--- src/rtl/logic_pkg.sv ---
// Shared definitions for the registered bitwise logic unit.
// Latency: n/a (types and constants only).
// Backpressure: n/a.
package logic_pkg;

    localparam int OP_W = 3;

    typedef enum logic [OP_W-1:0] {
        OP_AND  = 3'd0,
        OP_OR   = 3'd1,
        OP_XOR  = 3'd2,
        OP_NOR  = 3'd3,
        OP_NAND = 3'd4,
        OP_XNOR = 3'd5,
        OP_NOT  = 3'd6,
        OP_ACC  = 3'd7
    } op_e;

endpackage

--- src/rtl/logic_unit_pipe_if.sv ---
// Stream bundle for logic_unit_pipe: operand/opcode input side and result output side.
// Latency: n/a (wiring only).
// Backpressure: in_valid/in_ready on input, out_valid/out_ready on output.
//   slave  : the unit's view (consumes operands, produces results)
//   master : the surrounding datapath's view
interface logic_unit_pipe_if #(
    parameter int WIDTH = 8
);
    import logic_pkg::*;

    logic             in_valid;
    logic             in_ready;
    logic [OP_W-1:0]  in_op;
    logic [WIDTH-1:0] in_a;
    logic [WIDTH-1:0] in_b;
    logic             acc_clr;
    logic             out_valid;
    logic             out_ready;
    logic [WIDTH-1:0] out_data;
    logic             out_zero;
    logic             out_parity;

    modport slave (
        input  in_valid, in_op, in_a, in_b, acc_clr, out_ready,
        output in_ready, out_valid, out_data, out_zero, out_parity
    );

    modport master (
        output in_valid, in_op, in_a, in_b, acc_clr, out_ready,
        input  in_ready, out_valid, out_data, out_zero, out_parity
    );

endinterface

--- src/rtl/logic_op_comb.sv ---
// Combinational opcode decode: result = op(a, b) or acc ^ a for the accumulate opcode.
// Latency: 0 cycles (pure combinational).
// Backpressure: none; caller decides when the result is used.
//   op_i     : opcode
//   a_i, b_i : operands (b_i unused for NOT and ACC)
//   acc_i    : accumulator value already adjusted for a same-cycle clear
//   result_o : WIDTH-bit result
module logic_op_comb
    import logic_pkg::*;
#(
    parameter int WIDTH = 8
) (
    input  op_e              op_i,
    input  logic [WIDTH-1:0] a_i,
    input  logic [WIDTH-1:0] b_i,
    input  logic [WIDTH-1:0] acc_i,
    output logic [WIDTH-1:0] result_o
);

    always_comb begin
        result_o = '0;
        case (op_i)
            OP_AND:  result_o = a_i & b_i;
            OP_OR:   result_o = a_i | b_i;
            OP_XOR:  result_o = a_i ^ b_i;
            OP_NOR:  result_o = ~(a_i | b_i);
            OP_NAND: result_o = ~(a_i & b_i);
            OP_XNOR: result_o = ~(a_i ^ b_i);
            OP_NOT:  result_o = ~a_i;
            OP_ACC:  result_o = acc_i ^ a_i;
            default: result_o = '0;
        endcase
    end

endmodule

--- src/rtl/logic_unit_pipe.sv ---
// Registered bitwise logic unit with XOR accumulator and a 2-entry result buffer.
// Latency: 1 cycle accept-to-out_valid; full throughput while out_ready stays high.
// Backpressure: in_ready = (buffer not full), from registered state only; results hold while stalled.
//   clk, rst : clock, async active-high reset
//   bus      : slave view of logic_unit_pipe_if (in_* operands, acc_clr, out_* results)
module logic_unit_pipe
    import logic_pkg::*;
#(
    parameter int WIDTH = 8
) (
    input  logic           clk,
    input  logic           rst,
    logic_unit_pipe_if.slave bus
);

    // Flags are stored alongside the data so they can never disagree with it.
    typedef struct packed {
        logic [WIDTH-1:0] data;
        logic             zero;
        logic             parity;
    } entry_t;

    logic [1:0]       count_q, count_d;
    entry_t           slot0_q, slot0_d;   // head of the buffer, drives the outputs
    entry_t           slot1_q, slot1_d;
    logic [WIDTH-1:0] acc_q, acc_d;

    op_e              op_w;
    logic [WIDTH-1:0] acc_eff;
    logic [WIDTH-1:0] result;
    entry_t           new_entry;
    logic             in_ready_w;
    logic             out_valid_w;
    logic             push;
    logic             pop;

    assign op_w    = op_e'(bus.in_op);
    // A same-cycle clear takes effect before the accumulate.
    assign acc_eff = bus.acc_clr ? '0 : acc_q;

    logic_op_comb #(
        .WIDTH (WIDTH)
    ) u_op (
        .op_i     (op_w),
        .a_i      (bus.in_a),
        .b_i      (bus.in_b),
        .acc_i    (acc_eff),
        .result_o (result)
    );

    assign new_entry.data   = result;
    assign new_entry.zero   = ~|result;
    assign new_entry.parity = ^result;

    assign in_ready_w  = (count_q != 2'd2);
    assign out_valid_w = (count_q != 2'd0);
    assign push        = bus.in_valid & in_ready_w;
    assign pop         = out_valid_w & bus.out_ready;

    // Buffer update. push&pop together is only possible with one entry held,
    // so the new result simply replaces the head.
    always_comb begin
        count_d = count_q;
        slot0_d = slot0_q;
        slot1_d = slot1_q;
        case ({push, pop})
            2'b11: begin
                slot0_d = new_entry;
            end
            2'b10: begin
                if (count_q == 2'd0) begin
                    slot0_d = new_entry;
                end else begin
                    slot1_d = new_entry;
                end
                count_d = count_q + 2'd1;
            end
            2'b01: begin
                slot0_d = slot1_q;
                count_d = count_q - 2'd1;
            end
            default: begin
            end
        endcase
    end

    // Accumulator only changes on an accepted ACC or a standalone clear.
    always_comb begin
        acc_d = acc_q;
        if (push && (op_w == OP_ACC)) begin
            acc_d = result;
        end else if (bus.acc_clr) begin
            acc_d = '0;
        end
    end

    always_ff @(posedge clk or posedge rst) begin
        if (rst) begin
            count_q <= 2'd0;
            slot0_q <= '0;
            slot1_q <= '0;
            acc_q   <= '0;
        end else begin
            count_q <= count_d;
            slot0_q <= slot0_d;
            slot1_q <= slot1_d;
            acc_q   <= acc_d;
        end
    end

    assign bus.in_ready   = in_ready_w;
    assign bus.out_valid  = out_valid_w;
    assign bus.out_data   = slot0_q.data;
    assign bus.out_zero   = slot0_q.zero;
    assign bus.out_parity = slot0_q.parity;

endmodule

--- src/flat_wrapper.sv ---
// flat-port wrapper written by rule: the top's interface ports become plain ports
module logic_unit_pipe_flat import logic_pkg::*;
#(
    parameter int WIDTH = 8
)
  (clk, rst, bus_in_valid, bus_in_op, bus_in_a, bus_in_b, bus_acc_clr, bus_out_ready, bus_in_ready, bus_out_valid, bus_out_data, bus_out_zero, bus_out_parity);
  logic_unit_pipe_if #(.WIDTH(WIDTH)) bus_i ();
  input  logic clk;
  input  logic rst;
  input wire logic [$bits(bus_i.in_valid)-1:0] bus_in_valid;
  input wire logic [$bits(bus_i.in_op)-1:0] bus_in_op;
  input wire logic [$bits(bus_i.in_a)-1:0] bus_in_a;
  input wire logic [$bits(bus_i.in_b)-1:0] bus_in_b;
  input wire logic [$bits(bus_i.acc_clr)-1:0] bus_acc_clr;
  input wire logic [$bits(bus_i.out_ready)-1:0] bus_out_ready;
  output wire logic [$bits(bus_i.in_ready)-1:0] bus_in_ready;
  output wire logic [$bits(bus_i.out_valid)-1:0] bus_out_valid;
  output wire logic [$bits(bus_i.out_data)-1:0] bus_out_data;
  output wire logic [$bits(bus_i.out_zero)-1:0] bus_out_zero;
  output wire logic [$bits(bus_i.out_parity)-1:0] bus_out_parity;
  assign bus_i.in_valid = bus_in_valid;
  assign bus_i.in_op = bus_in_op;
  assign bus_i.in_a = bus_in_a;
  assign bus_i.in_b = bus_in_b;
  assign bus_i.acc_clr = bus_acc_clr;
  assign bus_i.out_ready = bus_out_ready;
  assign bus_in_ready = bus_i.in_ready;
  assign bus_out_valid = bus_i.out_valid;
  assign bus_out_data = bus_i.out_data;
  assign bus_out_zero = bus_i.out_zero;
  assign bus_out_parity = bus_i.out_parity;
  logic_unit_pipe #(.WIDTH(WIDTH)) u_core (.clk(clk), .rst(rst), .bus(bus_i));
endmodule
--- config.mk ---
export PLATFORM = sky130hd
export DESIGN_NAME = logic_unit_pipe_flat
export DESIGN_NICKNAME = d
export VERILOG_FILES = /design/src/rtl/logic_pkg.sv /design/src/rtl/logic_unit_pipe_if.sv /design/src/rtl/logic_op_comb.sv /design/src/rtl/logic_unit_pipe.sv /design/src/flat_wrapper.sv
export SDC_FILE = /design/constraint.sdc
export NUM_CORES = 1
export LEC_CHECK = 0
export ABC_AREA = 1
export BUFFER_PORTS_ARGS = -buffer_cell sky130_fd_sc_hd__buf_2
export CORE_AREA = 4 4 79 81
export DETAILED_ROUTE_END_ITERATION = 8
export DIE_AREA = 0 0 83 85
export GPL_TIMING_DRIVEN = 0
export PLACE_DENSITY = 0.69
export SYNTH_ARGS = -nofsm -noshare
export SYNTH_HDL_FRONTEND = slang
export SYNTH_SLANG_ARGS = --single-unit
--- constraint.sdc ---
create_clock -name clk -period 2.1 [get_ports clk]
set_input_delay 0.105 -clock clk [delete_from_list [all_inputs] [get_ports clk]]
set_output_delay 0.105 -clock clk [all_outputs]
set_load 0.05 [all_outputs]
==> results of run 1 <==
worst max-delay path, stage by stage (launching register included):
cell      delay (ns)
dfrtp_1         0.43
or2_2           0.34
nand2_2         0.15
ha_1            0.17
clkbuf_4        0.18
inv_1           0.11
buf_6           0.16
nor2_1          0.09
nor2_1          0.05
nand2_1         0.07
nand2_1         0.05
kinds of logic after synthesis:
| group | Yosys count | synth area share |
|---|---|---|
| flops | 30 | 0.280 |
| xor+xnor | 5 | 0.0164 |
| simple gates | 248 | 0.443 |
| fa+ha+maj | 22 | 0.103 |
| compound gates | 19 | 0.0369 |
| buf+inv | 73 | 0.121 |
what timing repair did:
item,CTS,global route
hold buffers,0,0
endpoints found under the setup margin,8,10
pin swaps,0,6
gates resized for setup,1,13
cloned,0,0
final cells by class:
type | count | area, sq um | area share
Multi-Input combinational cell | 294 | 1660 | 0.540
Sequential cell | 30 | 751 | 0.244
Inverter | 56 | 210 | 0.0683
Timing Repair Buffer | 33 | 165 | 0.0537
Buffer | 17 | 124 | 0.0403
Tap cell | 72 | 90.1 | 0.0293
Clock buffer | 7 | 76.3 | 0.0248
worst paths after layout:
path,startpoint,to,slack (ns),cells after the start
setup / recovery,u_core.count_q[0],u_core.bus.out_data[2],0.19,10
hold / removal,rst,u_core.bus.out_data[6],0.11,2
setup reg to reg,u_core.count_q[0],u_core.bus.out_data[2],0.19,10
hold reg to reg,u_core.bus.out_data[7],u_core.bus.out_data[7],0.47,2
max in group asynchronous,rst,u_core.bus.out_data[2],1.30,2
min in group clk,bus_acc_clr,u_core.acc_q[4],0.21,4
per-stage QoR:
| step | cells | util | area (sq um) | TNS, ns | setup slack (ns) |
|---|---|---|---|---|---|
| after floorplan | 397 | - | 2680 | 0 | 0.0641 |
| after global routing | 509 | 0.562 | 3080 | 0 | 0.000726 |
| final | 509 | 0.562 | 3080 | 0 | 0.186 |
| after global placement | 502 | 0.536 | 2930 | -0.487 | -0.0849 |
| after detailed placement | 502 | 0.536 | 2930 | -0.909 | -0.131 |
| after CTS | 509 | 0.550 | 3010 | 0 | 0.00898 |
synthesized netlist by cell type (2+ instances only):
library cell,instances,area [sq um]
nand3_1,31,155
inv_2,7,26.3
nor2_4,3,33.8
buf_6,3,33.8
xnor2_1,3,26.3
nand3b_1,10,75.1
buf_4,5,37.5
nand3_2,5,50.1
a21oi_1,5,25.0
nor2_2,3,18.8
dfrtp_1,30,751
nand2_1,110,413
nor2_1,49,184
inv_1,48,180
ha_1,22,275
o21ai_1,8,40.0
xor2_1,2,17.5
o21ai_0,5,25.0
nand4_1,33,206
buf_2,7,35.0
power groups by stage:
stage                     clock network, uW  logic, uW  registers [uW]
final                                   430       1530             873
after detailed placement                  0       1460             884
after CTS                               442       1470             874
after global placement                    0       1430             876
after floorplan                           0        824            1170
after global routing                    468       1720             900
routing by layer:
layer  global-route usage  part of all wire  vias to the layer above
met5                    0                 0                        -
met1                0.243              0.46                     1214
met2                0.339              0.48                       55
met3               0.0369             0.042                       11
li1                     -                 -                     1357
met4               0.0431             0.016                        0
sequential cells by signal, summed over array words and instances (netlist names):
name	flops
u_core.bus.out_data	8
u_core.slot1_q	10
u_core.acc_q	8
u_core.count_q	2
u_core.bus.out_zero	1
u_core.bus.out_parity	1
==> run summary, run 1 <==
Outcome: complete, no violations
ANT nets after route: 0
CTS tree: built
Root buffer cell: clkbuf_8
Final net count: 483
Via Count: 2637
Total length of routed wires: 6480 um
Area Growth Syn to Fin: 14.9%
Row cnt: 27
Crit path kind: reg2reg
Sink Count: 30
Total Power: 2840 uW
First-pass GRT wire length: 11300 um
Max Slew Vio Count: 0
Syn_nets: 443
Mapped Cells: 397
Setup crit end kind: register
Number of port buffers: 33
Commonest cells after routing, fill and taps aside: 109 x nand2_1, 48 x inv_1, 48 x nor2_1
Die H: 85 um
Initial core utilization: 0.489
LEAKAGE: 0.00170 uW
CTS clk-pin slew, worst paths: 0.06 ns
Most common flop cell mapped by yosys: dfrtp_1
RSZ-0062 raised after global routing: no
Net Sw Power: 1350 uW
Routability cong.: 0.870
Remaining DRCs: 0
Post-synthesis register bit count: 30
Final Hold Fails: 0
CP arrival: 2.08 ns
Worst Hold Class: in2async
Ports: 36
Crit path launch type: register
Max-cap viol count: 0
Commonest non-fill, non-tap cell in the layout: nand2_1
Gr ovfl total: 0
Fin crit share: 0.912
Slew @ Worst Pin: 1.14 ns
Clock Latency Late Sink: 0.28 ns
H-tree lvl count: 2
Layout filler cell count: 559
Number of global-route vias before repair: 2567
Detailed placer's ending HPWL: 5090 um
CP max FO: 10
Synth cell types: 28
Switching share of power: 0.476
Register area share after synthesis: 0.280
DR WL/cell: 12.7 um
Core area: 5470 sq um
Setup repair bufs after CTS: 0
Via density: 5.18
Peak supply drop: 0.000906 V
Fin crit period: 1.91 ns
Post-synth ARST share: 1.00
Setup violators final: 0
Die ar.: 7060 sq um
Worst Skew: 0.00446 ns
Die Wd: 83 um
Pin count of the biggest net entering global routing: 31
Drt initial violations: 124
Gr usage total: 0.192
Drt first pass iters: 4
Final hold slack: 0.115 ns
Internal: 1490 uW
Mapped Area: 2680 sq um
Combinational fraction of design power: 0.541
CTS Buffer Depth: 2
FMAX: 522 MHz
Layout cells sized above 1: 0.192
Pwr dens: 922 nW/um^2
Initial antenna violation count: 0
Number of synthesized flops with an enable pin: 0
Ant diodes: 0
Worst slew margin: 0.238
Sequential cell fraction of total power: 0.308
Required time of the critical path: 2.27 ns
Warnings from Yosys: 0
Synth Area per Inst: 6.74 sq um
Clock power frac: 0.152
CTS Buf Count: 5
(Power assumes the default switching activity.)
==> inputs of run 2 (changes only) <==
--- a/config.mk
+++ b/config.mk
@@ -6,12 +6,11 @@
 export NUM_CORES = 1
 export LEC_CHECK = 0
 export ABC_AREA = 1
-export BUFFER_PORTS_ARGS = -buffer_cell sky130_fd_sc_hd__buf_2
-export CORE_AREA = 4 4 79 81
+export CORE_AREA = 4 4 87 89
 export DETAILED_ROUTE_END_ITERATION = 8
-export DIE_AREA = 0 0 83 85
+export DIE_AREA = 0 0 91 93
+export DONT_BUFFER_PORTS = 1
 export GPL_TIMING_DRIVEN = 0
-export PLACE_DENSITY = 0.69
 export SYNTH_ARGS = -nofsm -noshare
 export SYNTH_HDL_FRONTEND = slang
 export SYNTH_SLANG_ARGS = --single-unit
==> run 2 against run 1 <==
Against the previous run: maximum frequency is 2.4% lower; setup slack got worse by 0.048 ns; utilization shrank 12 points; critical endpoint is now u_core.bus.out_data[5]; global-route usage down 2.3 points; the flow now finishes with violations (hold timing); wire length grew 4.2%; largest power group is now registers; worst hold slack worse by 0.13 ns; sequential power up 36%; die area rose by 20%.
==> run summary, run 2 (synthesis results as in run 1) <==
Setup violators final: 0 (unchanged)
H-tree lvl count: 2 (unchanged)
CP max FO: 7 (-3)
Fin crit period: 1.96 ns (+0.0480 ns)
Gr usage total: 0.169 (-0.0231)
Failing checks: hold timing
Post-route cell area: 2970 sq um (-3.5%)
Drt first pass iters: 4 (unchanged)
Final net count: 455 (-5.8%)
Detailed placer's ending HPWL: 5190 um (+1.9%)
Critical R2R Capture: u_core.bus.out_data[5]
Sink Count: 30 (unchanged)
CP endpoint: u_core.bus.out_data[5]
Pin count of the biggest net entering global routing: 31 (unchanged)
Initial core utilization: 0.396 (-0.0930)
First-pass GRT wire length: 11700 um (+3.3%)
Routability cong.: 0.851 (-2.1%)
FMAX: 510 MHz (-2.4%)
Pwr dens: 949 nW/um^2 (+3.0%)
Worst path cell trace: nor2_4 > clkinvlp_4 > nand2_2 > inv_2 > ha_2 > buf_6 > inv_6 > buf_6 > nand4_1 > nand2_1 > nand2_1
Remaining DRCs: 0 (unchanged)
CP peak stage delay: 0.41 ns (-0.02 ns)
Via density: 5.20 (+0.45%)
Core area: 6760 sq um (+23%)
Clock Latency Late Sink: 0.28 ns (about the same)
Drt initial violations: 142 (+15%)
Slew @ Worst Pin: 1.14 ns (-0.00517 ns)
Final hold slack: -0.0191 ns (-0.134 ns)
Worst setup margin: 0.138 ns (-0.0480 ns)
Area Growth Syn to Fin: 10.9%
Area post-placement: 2780 sq um (-5.3%)
R2R Path Start: u_core.count_q[1]
Die ar.: 8460 sq um (+20%)
Crit path launch type: register
CTS tree: built
Die H: 93 um (+9.4%)
Required time of the critical path: 2.27 ns (about the same)
Layout cells sized above 1: 0.149 (-0.0434)
Crit path kind: reg2reg
Commonest cells after routing, fill and taps aside: 108 x nand2_1, 46 x inv_1, 46 x nor2_1
Largest register by flop count: u_core.slot1_q
Worst Skew: 0.00657 ns (+0.00210 ns)
Outcome: finished with violations
ANT nets after route: 0 (unchanged)
R2R setup slack: 0.14 ns (-0.05 ns)
Worst Hold Class: in2reg
Fin crit share: 0.934 (+0.0229)
Max reg flops: 10 (unchanged)
Setup crit end kind: register
Worst slew margin: 0.242 (+0.00345)
DR WL/cell: 13.8 um (+8.3%)
Max Slew Vio Count: 0 (unchanged)
Total length of routed wires: 6750 um (+4.2%)
WHS Path Cells: 3
Worst setup path startpoint: u_core.count_q[1]
Total Power: 2820 uW (-0.63%)
CTS Buf Count: 5 (unchanged)
Pre-CTS WS: -0.424 ns (-0.293 ns)
RSZ-0062 raised after global routing: no
Core Util, Final: 0.439 (-0.123)
Max-cap viol count: 0 (unchanged)
Root buffer cell: clkbuf_8
Row cnt: 30 (+11%)
Number of global-route vias before repair: 2527 (-1.6%)
FF-to-FF path depth: 11 (+1)
LEAKAGE: 0.00160 uW (-6.1%)
Ant diodes: 0 (unchanged)
Final Hold Fails: 1 (+1)
CP arrival: 2.14 ns (+0.06 ns)
Commonest non-fill, non-tap cell in the layout: nand2_1
Setup tns final: 0 ns (unchanged)
CTS clk-pin slew, worst paths: 0.07 ns (about the same)
Peak supply drop: 0.000728 V (-20%)
Gr ovfl total: 0 (unchanged)
Via Count: 2550 (-3.3%)
Slowest CP cell: dfrtp_1
Number of port buffers: 0 (-100%)
Die Wd: 91 um (+9.6%)
CTS Buffer Depth: 2 (unchanged)
Initial antenna violation count: 0 (unchanged)
Ports: 36 (unchanged)
## run 2: power by group
part | total (uW) | internal, uW | switching, uW
Clock | 483 | 264 | 219
Sequential | 1190 | 772 | 422
Combinational | 1140 | 427 | 716
## run 2: final cells by class
type | count | area, sq um
inverter | 56 | 223
tap | 80 | 100
buffer | 17 | 128
clock buffer | 7 | 86.3
sequential | 30 | 752
fill | 722 | 3790
timing repair buffer | 5 | 42.5
clock inverter | 1 | 5.00
multi-input combinational | 294 | 1630
## run 2: through the flow
| step | hold slack [ns] | std cells |
|---|---|---|
| detailed placement | 0.287 | 477 |
| global route | 0.00335 | 490 |
| finish | -0.0191 | 490 |
| global placement | 0.289 | 477 |
| floorplan | 0.196 | 397 |
| CTS | 0.000148 | 489 |
## run 2: critical path, delay by kind of cell (launching register included)
family | cells | cell delay (ns)
adders and majority gates | 1 | 0.18
buffers and inverters | 5 | 0.66
DFF | 1 | 0.41
and+or+nand+nor | 5 | 0.61
## run 2: how the worst min path moves through the flow
stage                     start         endpoint
floorplan                   rst  u_core.acc_q[0]
global placement    bus_acc_clr  u_core.acc_q[3]
detailed placement  bus_acc_clr  u_core.acc_q[0]
CTS                 bus_acc_clr  u_core.acc_q[6]
global route        bus_acc_clr  u_core.acc_q[5]
finish              bus_acc_clr  u_core.acc_q[6]
## run 2: what timing repair did
action	in CTS	in global routing
endpoints found under the setup margin	15	17
resized for setup	11	12
hold buffers	1	0
buffers inserted	2	1
gates cloned	1	0
pin swaps	1	4
hold endpoints to repair	4	0
## run 2: per-layer routing
metal | part of all wire | vias up | global-route usage
li1 | - | 1304 | -
met1 | 0.44 | 1195 | 0.209
met2 | 0.50 | 45 | 0.292
met3 | 0.057 | 6 | 0.0451
met4 | 0.0086 | 0 | 0.0415
met5 | 0 | - | 0
